**config.mk**
```make
export PLATFORM = sky130hd
export DESIGN_NAME = byte_serial_add_ctrl
export DESIGN_NICKNAME = d
export VERILOG_FILES = /design/src/rtl/byte_serial_add_ctrl_pkg.sv /design/src/rtl/byte_serial_add_ctrl_s8_bit_adder.sv /design/src/rtl/byte_serial_add_ctrl.sv
export SDC_FILE = /design/constraint.sdc
export NUM_CORES = 1
export LEC_CHECK = 0
export CAP_MARGIN = 10
export CELL_PAD_IN_SITES_DETAIL_PLACEMENT = 1
export CELL_PAD_IN_SITES_GLOBAL_PLACEMENT = 1
export CORE_MARGIN = 5
export CORE_UTILIZATION = 46
export DETAILED_ROUTE_END_ITERATION = 7
export HOLD_SLACK_MARGIN = 0.15
export PLACE_DENSITY = 0.89
export SETUP_SLACK_MARGIN = 0.1
export SYNTH_ARGS = -nofsm -noshare
export SYNTH_HDL_FRONTEND = slang
export SYNTH_SLANG_ARGS = --single-unit
export TNS_END_PERCENT = 30
```
**constraint.sdc**
```tcl
create_clock -name clk -period 7.8 [get_ports clk]
set_input_delay 1.56 -clock clk [delete_from_list [all_inputs] [get_ports clk]]
set_output_delay 1.56 -clock clk [all_outputs]
set_load 0.01 [all_outputs]
```
**src/rtl/byte_serial_add_ctrl_pkg.sv**
```systemverilog
// rtl/byte_serial_add_ctrl_pkg.sv - shared state encodings, byte width and counter sizing for the byte-serial adder
package byte_serial_add_ctrl_pkg;

  // Width of the shared adder datapath
  localparam int BYTE_W = 8;

  typedef enum logic [1:0] {
    S_IDLE = 2'd0,
    S_RUN  = 2'd1,
    S_DONE = 2'd2
  } bsa_state_t;

  // Byte counter width: clog2(nbytes), never narrower than one bit
  function automatic int cnt_width(input int nbytes);
    return (nbytes > 1) ? $clog2(nbytes) : 1;
  endfunction

endpackage

```
**src/rtl/byte_serial_add_ctrl_s8_bit_adder.sv**
```systemverilog
// rtl/byte_serial_add_ctrl_s8_bit_adder.sv - 8-bit ripple-carry adder shared by the byte-serial sequencer
module s8_bit_adder (
  input  logic [7:0] a,
  input  logic [7:0] b,
  input  logic       cin,
  output logic [7:0] s,
  output logic       cout
);

  // Ripple the carry bit by bit through eight full adders
  always_comb begin
    logic c;
    c = cin;
    s = '0;
    for (int i = 0; i < 8; i++) begin
      s[i] = a[i] ^ b[i] ^ c;
      c    = (a[i] & b[i]) | (c & (a[i] ^ b[i]));
    end
    cout = c;
  end

endmodule

```
**src/rtl/byte_serial_add_ctrl.sv**
```systemverilog
// rtl/byte_serial_add_ctrl.sv - wide add sequencer over one 8-bit adder, LSB byte first; BSA_SUBTRACT_EN adds the sub port
module byte_serial_add_ctrl
  import byte_serial_add_ctrl_pkg::*;
#(
  parameter int NBYTES = 4
) (
  input  logic                  clk,
  input  logic                  rst,
  input  logic                  start,
  input  logic [8*NBYTES-1:0]   a,
  input  logic [8*NBYTES-1:0]   b,
`ifdef BSA_SUBTRACT_EN
  input  logic                  sub,
`endif
  output logic                  busy,
  output logic                  done,
  output logic [8*NBYTES-1:0]   sum,
  output logic                  carry_out
);

  localparam int W  = 8 * NBYTES;
  localparam int CW = cnt_width(NBYTES);
  localparam logic [CW-1:0] LAST_CNT = CW'(NBYTES - 1);

  bsa_state_t    state;
  logic [CW-1:0] cnt;
  logic          carry_q;
  logic [W-1:0]  a_sh;
  logic [W-1:0]  b_sh;
  logic [W-1:0]  sum_sh;
  logic [W-1:0]  sum_shift;
  logic [7:0]    add_b;
  logic [7:0]    add_s;
  logic          add_c;
  logic          invert_b;
  logic          start_cin;

`ifdef BSA_SUBTRACT_EN
  logic sub_q;
  assign invert_b  = sub_q;
  assign start_cin = sub;
`else
  assign invert_b  = 1'b0;
  assign start_cin = 1'b0;
`endif

  // Subtraction feeds the inverted B byte; the +1 comes from the initial carry
  assign add_b = b_sh[7:0] ^ {8{invert_b}};

  s8_bit_adder u_adder (
    .a    (a_sh[7:0]),
    .b    (add_b),
    .cin  (carry_q),
    .s    (add_s),
    .cout (add_c)
  );

  // New result byte enters at the top so the LSB byte ends at [7:0] after NBYTES steps
  assign sum_shift = (sum_sh >> BYTE_W) | (W'(add_s) << (W - BYTE_W));

  // Sequencer FSM with registered handshake and result outputs
  always_ff @(posedge clk or posedge rst) begin
    if (rst) begin
      state     <= S_IDLE;
      cnt       <= '0;
      carry_q   <= 1'b0;
      a_sh      <= '0;
      b_sh      <= '0;
      sum_sh    <= '0;
      sum       <= '0;
      carry_out <= 1'b0;
      busy      <= 1'b0;
      done      <= 1'b0;
`ifdef BSA_SUBTRACT_EN
      sub_q     <= 1'b0;
`endif
    end else begin
      case (state)
        S_IDLE: begin
          done <= 1'b0;
          if (start) begin
            a_sh    <= a;
            b_sh    <= b;
            carry_q <= start_cin;
            cnt     <= '0;
            busy    <= 1'b1;
            state   <= S_RUN;
`ifdef BSA_SUBTRACT_EN
            sub_q   <= sub;
`endif
          end
        end
        S_RUN: begin
          sum_sh  <= sum_shift;
          carry_q <= add_c;
          a_sh    <= a_sh >> BYTE_W;
          b_sh    <= b_sh >> BYTE_W;
          cnt     <= cnt + 1'b1;
          if (cnt == LAST_CNT) begin
            sum       <= sum_shift;
            carry_out <= add_c;
            done      <= 1'b1;
            state     <= S_DONE;
          end
        end
        S_DONE: begin
          done  <= 1'b0;
          busy  <= 1'b0;
          state <= S_IDLE;
        end
        default: begin
          done  <= 1'b0;
          busy  <= 1'b0;
          state <= S_IDLE;
        end
      endcase
    end
  end

endmodule

```
==> summary.md <==
| Metric | Value |
|---|---|
| Fin nets | `~650` |
| Crit-path slowest cell | `fa_1` |
| Synth warnings | `0` |
| Adder-Cell Fraction of Synth Area | `around 2.9%` |
| Cell leakage power | `0.00324 uW` |
| Fill cells | `1,294` |
| HPWL Detailed | `10,600 um` |
| Row cnt | `41` |
| Hold buffer count at CTS | `0` |
| Die height | `~120 um` |
| Worst r2r path cells | `12` |
| Final setup viols | `0` |
| Die W | `124 um` |
| Setup crit start kind | `flip-flop` |
| Sink Count | `around 130` |
| Main combinational cell family by area after synthesis | `simple AND/OR/NAND/NOR gates` |
| CP Cell Sequence | `fa_1 -> inv_1 -> fa_1 -> inv_1 -> fa_1 -> fa_1 -> fa_1 -> fa_1 -> fa_1 -> inv_1 -> fa_1 -> mux2i_1` |
| Slew HR | `20.8%` |
| CP Data Required Time | `8.12 ns` |
| Sequential group share of total power | `35.1%` |
| Xor/xnor share of the synthesized area | `0%` |
| Post-synthesis compound-gate area fraction | `~11%` |
| GRT overflow | `0` |
| Initial DRC Count | `slightly below 300` |
| Resize count post-CTS | `0` |
| CTS root buf | `clkbuf_16` |
| Sequential cell area | `around 3200 um^2` |
| Clk Latency, worst-skew pair | `0.42 ns` |
| Worst r2r src | `carry_q$_DFFE_PP0P_` |
| Initial core utilization | `46.9%` |
| Post-DP Area | `between 7000 and 8000 um^2` |
| Psw | `1240 uW` |
| Crit path time final | `around 4.2 ns` |
| Routability cong. | `0.790` |
| Die area | `15,300 um^2` |
| Total global-route track usage | `22.5%` |
| Cts bufs inserted | `17` |
| Clk pwr share | `around 23%` |
| Synth top area share | `53.9%` |
| Fin. max-slew vios | `0` |
| Count of input and output buffers | `101` |
| Layout area overhead | `28.4%` |
| Unrepaired setup endpoints after global routing | `false` |
| CTS tree | `built` |
| Max stage delay on crit path | `0.47 ns` |
| Switching share of power | `35.9%` |
| Dominant cells by area after synthesis | `dfrtp_1 (54%), mux2_2 (9.8%), nor3b_1 (5.2%), nor4b_1 (4.3%), inv_1 (4.2%)` |
| Vias | `4,150` |
| Synth area leader | `dfrtp_1` |
| Worst path depth | `12` |
| CTS Buffer Depth | `2` |
| Post-Synthesis Cell Area | `5950 um^2` |
| Syn_nets | `559` |
| Syn Area/Cell | `about 12 um^2` |
| MaxCap Viol Count | `0` |
| Setup CP Type | `flip-flop to flip-flop` |
| Crit-path most repeated cell | `fa_1` |
| Yosys cell types | `29` |
| Core Area | `12,700 um^2` |
| FF-to-FF setup slack | `3.60 ns` |
| Pre-CTS setup slack | `3.69 ns` |
| Pre-antenna DRT Iters | `5` |
| Clk slew on worst S/H paths | `roughly 0.060 ns` |
| Hold WS | `0.498 ns` |
| Layout cells sized above 1 | `18.9%` |
| Yosys reg bits | `128` |
| Initial antenna violation count | `0` |
| I/O Pins | `102` |
| Global-route wire length before repair | `25,800 um` |
| Number of global-route vias before repair | `4,642` |
| Antenna cell count | `0` |
| H-tree Lvls | `4` |
| WL/cell | `about 21 um` |
| Combinational share of power | `41.9%` |
| Pint | `~2200 uW` |
| Tcrit/Tclk final | `53.8%` |
| R2r endpoint | `sum[31]$_DFFE_PP0P_` |
| Worst-margin pin slew | `1.19 ns` |
| Peak VDD IR | `between 150 and 200 uV` |
| Multi-input gate area | `between 2000 and 2500 um^2` |
| Vias per inst | `5.50` |
| Pin count of the biggest net entering global routing | `93` |
| Setup TNS | `0 ns` |
| Fmax | `approximately 240 MHz` |
| Sequential fraction of the synthesis area | `53.9%` |
| DRC | `0` |
| Top Family by Delay on Critical Path | `adder cells` |
| Worst-path maximum fanout | `2` |
| Final-report hold violation count | `0` |
| Clock Skew | `0.00699 ns` |
| Status | `finished, final reports clean` |
| Cells after Synth | `483` |
| Fin worst setup slack | `roughly 3.6 ns` |
| Critical path endpoint | `sum[31]$_DFFE_PP0P_` |
| Post-layout util | `60.2%` |
| Mux share of post-synthesis cell area | `10.9%` |
| Finished Cell Area | `7630 um^2` |
| Crit. Startpoint | `carry_q$_DFFE_PP0P_` |
| Post-CTS Setup Bufs | `0` |
| Synth Area in Simple Gates | `14.1%` |
| Worst path bufs/invs | `3` |
| Hold WC Path Type | `flip-flop to flip-flop` |
| PwrDens | `approximately 450 nW/um^2` |
| Worst setup EP type | `flip-flop` |
| Routed Wire Length | `15,900 um` |
| Worst path arrival time | `4.52 ns` |
| Post-DRT Antenna Nets | `0` |
-- worst min path at each step --
stage,cells past startpoint,endpoint,start
after floorplan,1,sum[3]$_DFFE_PP0P_,sum_sh[11]$_DFFE_PP0P_
after global placement,1,sum[3]$_DFFE_PP0P_,sum_sh[11]$_DFFE_PP0P_
after detailed placement,2,b_sh[29]$_DFFE_PP0P_,b_sh[29]$_DFFE_PP0P_
after CTS,2,b_sh[29]$_DFFE_PP0P_,b_sh[29]$_DFFE_PP0P_
after global routing,1,sum[8]$_DFFE_PP0P_,sum[8]$_DFFE_PP0P_
final,1,sum[6]$_DFFE_PP0P_,sum_sh[14]$_DFFE_PP0P_
-- cell usage in the layout, fill, tap and decap left out, types with 12 or more instances in the layout --
cell | synthesis | layout
dfrtp_1 | 128 | 126
nor2b_1 | 20 | 19
a211oi_1 | 29 | 29
clkbuf_16 | 0 | 17
inv_1 | 66 | 65
clkdlybuf4s50_1 | 0 | 101
nor4b_1 | 29 | 29
nor3b_1 | 41 | 41
mux2_2 | 52 | 52
a221oi_2 | 12 | 12
-- sequential cells by signal, indices dropped and copies added, names as in the netlist --
name and count:
sum_sh 24, sum 32, cnt 2, a_sh 32, state 2, b_sh 32
carry_q 1, done 1, carry_out 1, busy 1
-- power by group through the flow --
stage                     Sequential (uW)  Clock [uW]  Combinational [uW]
after floorplan                      1190           0                 907
after global placement               1180           0                1310
after detailed placement             1220           0                1430
after CTS                            1220         804                1470
after global routing                 1250         836                1580
final                                1210         791                1450
-- cell families after synthesis --
kind of cell,count (synthesis)
AO/OA/AOI/OAI,69
adder cells (fa/ha/maj),9
buffers and inverters,106
AND/OR/NAND/NOR,113
flip-flops,128
multiplexers,58
-- stage by stage --
stage / total power, uW / std cells
3_3_place_gp: 2490 / 722
6_report: 3450 / 754
5_1_grt: 3670 / 754
2_1_floorplan: 2100 / 483
4_1_cts: 3490 / 754
3_5_place_dp: 2650 / 722
-- Yosys cell counts --
library cell	n
buf_2	16
nor3b_2	1
fa_1	8
o221ai_1	7
nor2_1	2
ha_1	1
o2bb2ai_1	1
nor3b_1	41
nor2b_1	20
nand2b_1	3
mux2_1	1
a211oi_1	29
nor2_2	1
a221oi_2	12
nor4b_1	29
inv_1	66
nand2_1	7
a222oi_1	7
or2_2	1
buf_4	6
nand3b_1	7
a22o_1	10
o21bai_2	1
dfrtp_1	128
mux2i_1	5
mux2_2	52
clkbuf_1	18
nand3b_4	1
a21oi_1	2
-- per-layer routing --
| metal | part of all wire [%] | routed length, um | track usage, % |
|---|---|---|---|
| met5 | 0 | 0 | 0 |
| met4 | 2.7 | 424 | 9.76 |
| met3 | 4.4 | 698 | 5.04 |
| met2 | 52 | 8270 | 38.7 |
| met1 | 41 | 6460 | 27.2 |
-- area by class of cell --
cell class	instances	share of cell area (%)
Inverter	66	3.28
Clock buffer	22	6.34
Sequential cell	128	42.0
Timing Repair Buffer	107	13.8
Multi-Input combinational cell	249	30.3
Clock inverter	10	1.43
Tap cell	172	2.82
Note: power is estimated with default switching activity, not from simulation.
